===== src/rtl/me_stage_pkg.sv =====
// me_stage_pkg
//   Shared pipeline definitions for the EX, ME and WB stages: bus widths,
//   field bit offsets of the EX->ME and ME->WB buses, and a helper that
//   assembles an ME->WB bus word from its fields.
package me_stage_pkg;

  localparam int PC_W   = 32;
  localparam int DATA_W = 32;
  localparam int DEST_W = 5;

  // EX->ME bus: {pc, alu_result, res_from_mem, gr_we, dest}
  localparam int EXME_BUS_W   = 71;
  localparam int EXB_DEST_LSB = 0;
  localparam int EXB_GR_WE    = 5;
  localparam int EXB_RES_MEM  = 6;
  localparam int EXB_ALU_LSB  = 7;
  localparam int EXB_PC_LSB   = 39;

  // ME->WB bus: {pc, final_result, gr_we, dest}
  localparam int MEWB_BUS_W   = 70;
  localparam int WBB_DEST_LSB = 0;
  localparam int WBB_GR_WE    = 5;
  localparam int WBB_RES_LSB  = 6;
  localparam int WBB_PC_LSB   = 38;

  function automatic logic [MEWB_BUS_W-1:0] pack_me_wb(
    input logic [PC_W-1:0]   pc,
    input logic [DATA_W-1:0] result,
    input logic              gr_we,
    input logic [DEST_W-1:0] dest
  );
    logic [MEWB_BUS_W-1:0] w;
    w = '0;
    w[WBB_PC_LSB +: PC_W]       = pc;
    w[WBB_RES_LSB +: DATA_W]    = result;
    w[WBB_GR_WE]                = gr_we;
    w[WBB_DEST_LSB +: DEST_W]   = dest;
    return w;
  endfunction

endpackage


===== src/rtl/me_stage_if.sv =====
// Pipeline handshake interfaces around the ME stage.
//   ex_me_if : EX_to_ME_Valid / EX_to_ME_Bus from EX, ME_Allow_in back to EX.
//              master = EX side, slave = ME side.
//   me_wb_if : ME_to_WB_Valid / ME_to_WB_Bus from ME, WB_Allow_in back to ME.
//              master = ME side, slave = WB side.
interface ex_me_if import me_stage_pkg::*; #(parameter int W = EXME_BUS_W) ();
  logic         EX_to_ME_Valid;
  logic [W-1:0] EX_to_ME_Bus;
  logic         ME_Allow_in;

  modport master (output EX_to_ME_Valid, output EX_to_ME_Bus, input  ME_Allow_in);
  modport slave  (input  EX_to_ME_Valid, input  EX_to_ME_Bus, output ME_Allow_in);
endinterface

interface me_wb_if import me_stage_pkg::*; #(parameter int W = MEWB_BUS_W) ();
  logic         ME_to_WB_Valid;
  logic [W-1:0] ME_to_WB_Bus;
  logic         WB_Allow_in;

  modport master (output ME_to_WB_Valid, output ME_to_WB_Bus, input  WB_Allow_in);
  modport slave  (input  ME_to_WB_Valid, input  ME_to_WB_Bus, output WB_Allow_in);
endinterface


===== src/rtl/me_stage_ld_hold_buf.sv =====
// ld_hold_buf
//   Captures load data from the SRAM. The SRAM returns data only in the
//   first cycle an instruction sits in ME, so that value is passed through
//   live and also stored; in any later (stalled) cycle the stored copy is used.
// Ports:
//   clk, reset  : clock, synchronous active-high reset
//   latch       : ME is latching a new instruction at this edge
//   rdata       : data_sram_rdata
//   ld_data     : load data for the instruction currently in ME
module ld_hold_buf import me_stage_pkg::*; (
  input  logic              clk,
  input  logic              reset,
  input  logic              latch,
  input  logic [DATA_W-1:0] rdata,
  output logic [DATA_W-1:0] ld_data
);

  logic              first_cycle;
  logic [DATA_W-1:0] rdata_hold;

  always_ff @(posedge clk) begin
    if (reset) begin
      first_cycle <= 1'b0;
      rdata_hold  <= '0;
    end else begin
      // A new latch re-arms first_cycle even while the previous one is set,
      // which keeps drain-and-fill cycles reading live data.
      first_cycle <= latch;
      if (first_cycle) rdata_hold <= rdata;
    end
  end

  assign ld_data = first_cycle ? rdata : rdata_hold;

endmodule


===== src/rtl/me_stage.sv =====
// me_stage
//   Memory stage of the pipeline. Holds one instruction from EX, merges the
//   load data returned by the data SRAM, and hands the result to WB. No
//   memory request originates here; SRAM control stays in EX.
// Ports:
//   clk, reset       : clock, synchronous active-high reset
//   ex_in            : EX->ME handshake (valid, bus in; ME_Allow_in out)
//   wb_out           : ME->WB handshake (valid, bus out; WB_Allow_in in)
//   data_sram_rdata  : load data, valid in the instruction's first ME cycle
//   ME_dest          : destination register for hazard detection, 0 if none
//   ME_fwd_data      : final result for forwarding
module me_stage import me_stage_pkg::*; #(
  parameter int EX_ME_BUS_W = EXME_BUS_W,
  parameter int ME_WB_BUS_W = MEWB_BUS_W
) (
  input  logic              clk,
  input  logic              reset,
  ex_me_if.slave            ex_in,
  me_wb_if.master           wb_out,
  input  logic [DATA_W-1:0] data_sram_rdata,
  output logic [DEST_W-1:0] ME_dest,
  output logic [DATA_W-1:0] ME_fwd_data
);

  localparam logic ME_READY_GO = 1'b1;

  logic                   me_valid;
  logic [EX_ME_BUS_W-1:0] bus_r;
  logic                   allow_in;
  logic                   latch;
  logic [DATA_W-1:0]      ld_data;
  logic [DATA_W-1:0]      final_result;
  logic [ME_WB_BUS_W-1:0] wb_word;

  logic [PC_W-1:0]   pc;
  logic [DATA_W-1:0] alu_result;
  logic              res_from_mem;
  logic              gr_we;
  logic [DEST_W-1:0] dest;

  // Depends only on state and WB, never on EX_to_ME_Valid.
  assign allow_in          = !me_valid || wb_out.WB_Allow_in;
  assign ex_in.ME_Allow_in = allow_in;
  assign latch             = allow_in && ex_in.EX_to_ME_Valid;

  always_ff @(posedge clk) begin
    if (reset) begin
      me_valid <= 1'b0;
      bus_r    <= '0;
    end else begin
      if (allow_in) me_valid <= ex_in.EX_to_ME_Valid;
      if (latch)    bus_r    <= ex_in.EX_to_ME_Bus;
    end
  end

  assign pc           = bus_r[EXB_PC_LSB +: PC_W];
  assign alu_result   = bus_r[EXB_ALU_LSB +: DATA_W];
  assign res_from_mem = bus_r[EXB_RES_MEM];
  assign gr_we        = bus_r[EXB_GR_WE];
  assign dest         = bus_r[EXB_DEST_LSB +: DEST_W];

  ld_hold_buf u_ld_hold_buf (
    .clk     (clk),
    .reset   (reset),
    .latch   (latch),
    .rdata   (data_sram_rdata),
    .ld_data (ld_data)
  );

  assign final_result = res_from_mem ? ld_data : alu_result;
  assign wb_word      = pack_me_wb(pc, final_result, gr_we, dest);

  assign wb_out.ME_to_WB_Valid = me_valid && ME_READY_GO;
  assign wb_out.ME_to_WB_Bus   = wb_word;
  assign ME_dest               = (me_valid && gr_we) ? dest : '0;
  assign ME_fwd_data           = final_result;

endmodule


===== src/flat_wrapper.sv =====
// flat-port wrapper written by rule: the top's interface ports become plain ports
module me_stage_flat import me_stage_pkg::*;
#(
  parameter int EX_ME_BUS_W = EXME_BUS_W,
  parameter int ME_WB_BUS_W = MEWB_BUS_W
)
  (clk, reset, data_sram_rdata, ME_dest, ME_fwd_data, ex_in_EX_to_ME_Valid, ex_in_EX_to_ME_Bus, ex_in_ME_Allow_in, wb_out_ME_to_WB_Valid, wb_out_ME_to_WB_Bus, wb_out_WB_Allow_in);
  ex_me_if ex_in_i ();
  me_wb_if wb_out_i ();
  input  logic clk;
  input  logic reset;
  input  logic [DATA_W-1:0] data_sram_rdata;
  output logic [DEST_W-1:0] ME_dest;
  output logic [DATA_W-1:0] ME_fwd_data;
  input wire logic [$bits(ex_in_i.EX_to_ME_Valid)-1:0] ex_in_EX_to_ME_Valid;
  input wire logic [$bits(ex_in_i.EX_to_ME_Bus)-1:0] ex_in_EX_to_ME_Bus;
  output wire logic [$bits(ex_in_i.ME_Allow_in)-1:0] ex_in_ME_Allow_in;
  output wire logic [$bits(wb_out_i.ME_to_WB_Valid)-1:0] wb_out_ME_to_WB_Valid;
  output wire logic [$bits(wb_out_i.ME_to_WB_Bus)-1:0] wb_out_ME_to_WB_Bus;
  input wire logic [$bits(wb_out_i.WB_Allow_in)-1:0] wb_out_WB_Allow_in;
  assign ex_in_i.EX_to_ME_Valid = ex_in_EX_to_ME_Valid;
  assign ex_in_i.EX_to_ME_Bus = ex_in_EX_to_ME_Bus;
  assign ex_in_ME_Allow_in = ex_in_i.ME_Allow_in;
  assign wb_out_ME_to_WB_Valid = wb_out_i.ME_to_WB_Valid;
  assign wb_out_ME_to_WB_Bus = wb_out_i.ME_to_WB_Bus;
  assign wb_out_i.WB_Allow_in = wb_out_WB_Allow_in;
  me_stage #(.EX_ME_BUS_W(EX_ME_BUS_W), .ME_WB_BUS_W(ME_WB_BUS_W)) u_core (.clk(clk), .reset(reset), .ex_in(ex_in_i), .wb_out(wb_out_i), .data_sram_rdata(data_sram_rdata), .ME_dest(ME_dest), .ME_fwd_data(ME_fwd_data));
endmodule

===== config.mk =====
export PLATFORM = sky130hd
export DESIGN_NAME = me_stage_flat
export DESIGN_NICKNAME = d
export VERILOG_FILES = /design/src/rtl/me_stage_pkg.sv /design/src/rtl/me_stage_if.sv /design/src/rtl/me_stage_ld_hold_buf.sv /design/src/rtl/me_stage.sv /design/src/flat_wrapper.sv
export SDC_FILE = /design/constraint.sdc
export NUM_CORES = 1
export LEC_CHECK = 0
export ABC_AREA = 0
export BUFFER_PORTS_ARGS = -buffer_cell sky130_fd_sc_hd__buf_2
export CAP_MARGIN = 5
export CORE_ASPECT_RATIO = 0.75
export CORE_MARGIN = 2
export CORE_UTILIZATION = 52
export DETAILED_ROUTE_END_ITERATION = 10
export PLACE_DENSITY = 0.86
export SLEW_MARGIN = 20
export SYNTH_ARGS = -nofsm -noshare
export SYNTH_HDL_FRONTEND = slang
export SYNTH_SLANG_ARGS = --single-unit
export TNS_END_PERCENT = 1

===== constraint.sdc =====
create_clock -name clk -period 2.3 [get_ports clk]
set_input_delay 0.46 -clock clk [delete_from_list [all_inputs] [get_ports clk]]
set_output_delay 0.46 -clock clk [all_outputs]
set_load 0.02 [all_outputs]

# [Word level (Yosys, flattened, before mapping)]
# Cells that the tools add are included.
[op_classes] reduce_logical=4 n_mux=3
[op_table] operator="$mux W32" n=2
[op_table] operator="$mux W5" n=1
[op_table] operator="$logic_and A1 B1 Y1" n=2
[op_table] operator="$logic_not A1 Y1" n=1
[op_table] operator="$logic_or A1 B1 Y1" n=1
[totals] register_bits=105 inputBits=107 wordCells=11

# [Logic depth before layout (Yosys ltp)]
[logic_depth] word_depth=3 ltp_mapped=6 ltp_nobuf=3

# [Cells and area by module]
# From an unflattened synthesis, not the netlist that was laid out.
[hier_totals] cells_unflattened=545 hier_area_um2=5484.0
[modules_own_cells] mod="me_stage" n_inst=1 cells_per_inst=440 seq_area_each_um2=1441.4 area_per_inst_um2=4087.7
[modules_own_cells] mod="ld_hold_buf" n_inst=1 cells_per_inst=105 seq_area_each_um2=660.6 area_per_inst_um2=1396.3

# [Least setup slack after synthesis]
# No wires, ideal clock.
[synth_timing] kind="reg-to-output" from="reg u_core.bus_r[6]" to="out wb_out_ME_to_WB_Bus[10]" n_path_buf=3 stages_incl_launch_ff=6 arrival_time_ps=1436 t_required_ps=1840 setup_slack_ps=404 path_cell_list="dfxtp_1 > buf_2 > clkbuf_1 > nor2_1 > a21oi_1 > buf_4"
[synth_via] elab_chain_len=1
[synth_rtl] element="from (decl)" line="me_stage.sv:28" rtl="logic [EX_ME_BUS_W-1:0] bus_r;"
[synth_rtl] element="from (signal assigned)" line="me_stage.sv:52" rtl="if (latch) bus_r <= ex_in.EX_to_ME_Bus;"
[synth_rtl] element="$mux W32" line="me_stage.sv:70" rtl="assign final_result = res_from_mem ? ld_data : alu_result;"
[synth_rtl] element="to (decl)" line="flat_wrapper.sv:19" rtl="output wire logic [$bits(wb_out_i.ME_to_WB_Bus)-1:0] wb_out_ME_to_WB_Bus;"
# No other way between the ends.

# [Final worst setup path]
[layout_timing] from="reg u_core.u_ld_hold_buf.first_cycle" to="out ME_fwd_data[5]"
[layout_via] elab_chain_len=2
[layout_rtl] element="from (decl)" line="me_stage_ld_hold_buf.sv:18" rtl="logic first_cycle;"
[layout_rtl] element="from (signal assigned)" line="me_stage_ld_hold_buf.sv:28" rtl="first_cycle <= latch;"
[layout_rtl] element="$mux W32"
[layout_rtl] element="$mux W32" line="me_stage.sv:70"
[layout_rtl] element="to (decl)" line="flat_wrapper.sv:14" rtl="output logic [DATA_W-1:0] ME_fwd_data;"
# No other way between the ends.

==> run summary <==
Status: completed
Most frequent cells in the layout: buf_2 (213), a21oi_1 (104), dfxtp_1 (103)
TritonCTS clock tree: yes
Setup violators final: 0
Pwr per Cell Area: 751 mW/mm²
Netlist cell types: 15
Critical path's slowest cell: dfxtp_2
Worst slew margin: 68.8%
Die area: 0.0108 mm²
Std cell rows: 31
Clk sink count: 105
Pin count of the biggest net entering global routing: 87
Via count: 4326
Minimum clock period: 2.14 ns
Post-Syn Nets: 688
# placed instances: 812
CTS Hold Bufs: 0
Die X: 119 µm
Layout cells sized above 1: 34.9%
Core area: 0.00966 mm²
Clock Skew: 0.00555 ns
Initial core utilization: 53.5%
Dpl hpwl: 8470 µm
Tot GR Track Use: 22.1%
Via density: 5.22
Die Ht: 90.4 µm
Synth Warn #: 0
P&R area growth vs syn: 16.9%
Period utilisation layout: 93.2%
Max-cap violations: 0
CP delay by family, top: flip-flops
Post-DRT Antenna Nets: 0
Setup CP Type: reg -> out
Total grt overflow: 0
Post-CTS setup buffer count: 0
IO Port Bufs: 215
Ports: 216
Hold Slack: 0.372 ns
Max stage delay on crit path: 0.47 ns
Clk root buf: clkbuf_16
Pre-CTS setup slack: 0.527 ns
Most common cell after layout, fill and taps aside: buf_2
Peak VDD IR: 0.483 mV
Pleak: 2.86 nW
CP Cell Sequence: buf_12 -> mux2i_1 -> a21oi_1 -> buf_2
Register area share after synthesis: 40.6%
Synth Instances: 581
Setup WS post-layout: 0.157 ns
DRT Wirelength: 12100 µm
Antenna cells: 0
H-tree depth: 3
Synthesized flop and latch total: 105
Max frequency: 0.467 GHz
Gates resized, CTS repair: 0
Worst slew pin tran: 0.468 ns
Data arrival, critical path: 1.68 ns
Clock Tree Buf Depth: 2
Vias in the first global route: 4154
Antenna violations before repair: 0
GPL Wtd Cong: 0.809
Clock latency on the worst-skew pair: 0.34 ns
Worst path bufs/invs: 2
Iteration count of the initial detailed-routing pass: 4
Total CTS buffers: 9
Hold Vio Cnt, Final: 0
Reg clk slew, reported paths: 0.07 ns
Nets: 798
Mean Syn Cell Area: 8.90 µm²
Global-route wire length before repair: 19700 µm
Crit. End Element: output port
Largest fanout on the critical path: 26
1st-iter DRT viols: 197
Final std cells w/o fill: 828
Post-Synthesis Cell Area: 0.00517 mm²
CP Launch Type: flop
CP required: 1.84 ns
Worst hold path class: in -> reg
Unrepaired setup endpoints after global routing: no
Setup_tns: 0 ns
DRC: 0
Fin. max-slew vios: 0
DR WL/cell: 14.6 µm
==> area by class of cell <==
class	instances	area [µm²]
Sequential cell	105	2100
Timing Repair Buffer	224	1240
Fill cell	797	3610
Tap cell	132	165
Multi-Input combinational cell	350	2200
Clock buffer	9	225
Clock inverter	7	110
Inverter	1	3.75
==> power breakdown <==
| part | switching [mW] | internal (mW) |
|---|---|---|
| sequential | 0.0500 | 1.92 |
| combinational | 0.535 | 0.340 |
| clock | 0.715 | 0.979 |
==> synth_stat cells <==
library cell / instances / area [µm²]
dfxtp_1: 105 / 2100
a21oi_1: 104 / 521
buf_4: 74 / 556
a21bo_1: 71 / 711
nand3_1: 71 / 355
nor2_1: 65 / 244
mux2i_1: 32 / 320
clkbuf_1: 24 / 90.1
buf_6: 15 / 169
buf_2: 11 / 55.1
and3_1: 5 / 31.3
buf_1: 1 / 3.75
inv_1: 1 / 3.75
nand2_1: 1 / 3.75
nand2b_1: 1 / 6.26
==> stage by stage <==
step                      total power, mW  cell area [µm²]  utilization [%]
after floorplan                      2.71             5170                -
after global placement               2.86             5710             59.1
after detailed placement             2.88             5710             59.1
after CTS                            4.57             6040             62.6
after global routing                 4.73             6040             62.6
final                                4.54             6040             62.6
==> flip-flops by register name, summed over array words and instances, names as in the netlist <==
signal	flops
u_core.wb_out.ME_to_WB_Valid	1
u_core.u_ld_hold_buf.first_cycle	1
u_core.bus_r	71
u_core.u_ld_hold_buf.rdata_hold	32
==> worst min-delay path: stages <==
cell	delay, ns
buf_2	0.09
nand3_1	0.05
a21oi_1	0.06
==> final timing paths <==
path,startpoint,endpoint,slack (ns),cells past startpoint
worst max-delay path,u_core.u_ld_hold_buf.first_cycle$_SDFF_PP0_,ME_fwd_data[5],0.16,4
worst min-delay path,ex_in_EX_to_ME_Bus[70],u_core.bus_r[70]$_SDFFE_PP0P_,0.37,3
worst max register to register,u_core.wb_out.ME_to_WB_Valid$_SDFFE_PP0P_,u_core.bus_r[29]$_SDFFE_PP0P_,0.95,4
worst min register to register,u_core.u_ld_hold_buf.rdata_hold[8]$_SDFF_PP0_,u_core.u_ld_hold_buf.rdata_hold[8]$_SDFF_PP0_,0.49,2
==> logic make-up after synthesis <==
kind of cell,Yosys count,share of synthesized area [%]
muxes,32,6.19
buffers and inverters,126,17.0
DFF,105,40.6
and+or+nand+nor,143,12.4
AOI/OAI and AO/OA,175,23.8
==> routing by layer <==
layer / wire length, µm / share of wire [%] / vias up / track usage (%)
met3: 612 / 5.1 / 20 / 5.24
met5: 0 / 0 / - / 0
li1: - / - / 2139 / -
met2: 6190 / 51 / 135 / 39.0
met1: 5080 / 42 / 2032 / 26.2
met4: 225 / 1.9 / 0 / 7.54
No activity file was read; power rests on OpenSTA's default activity.
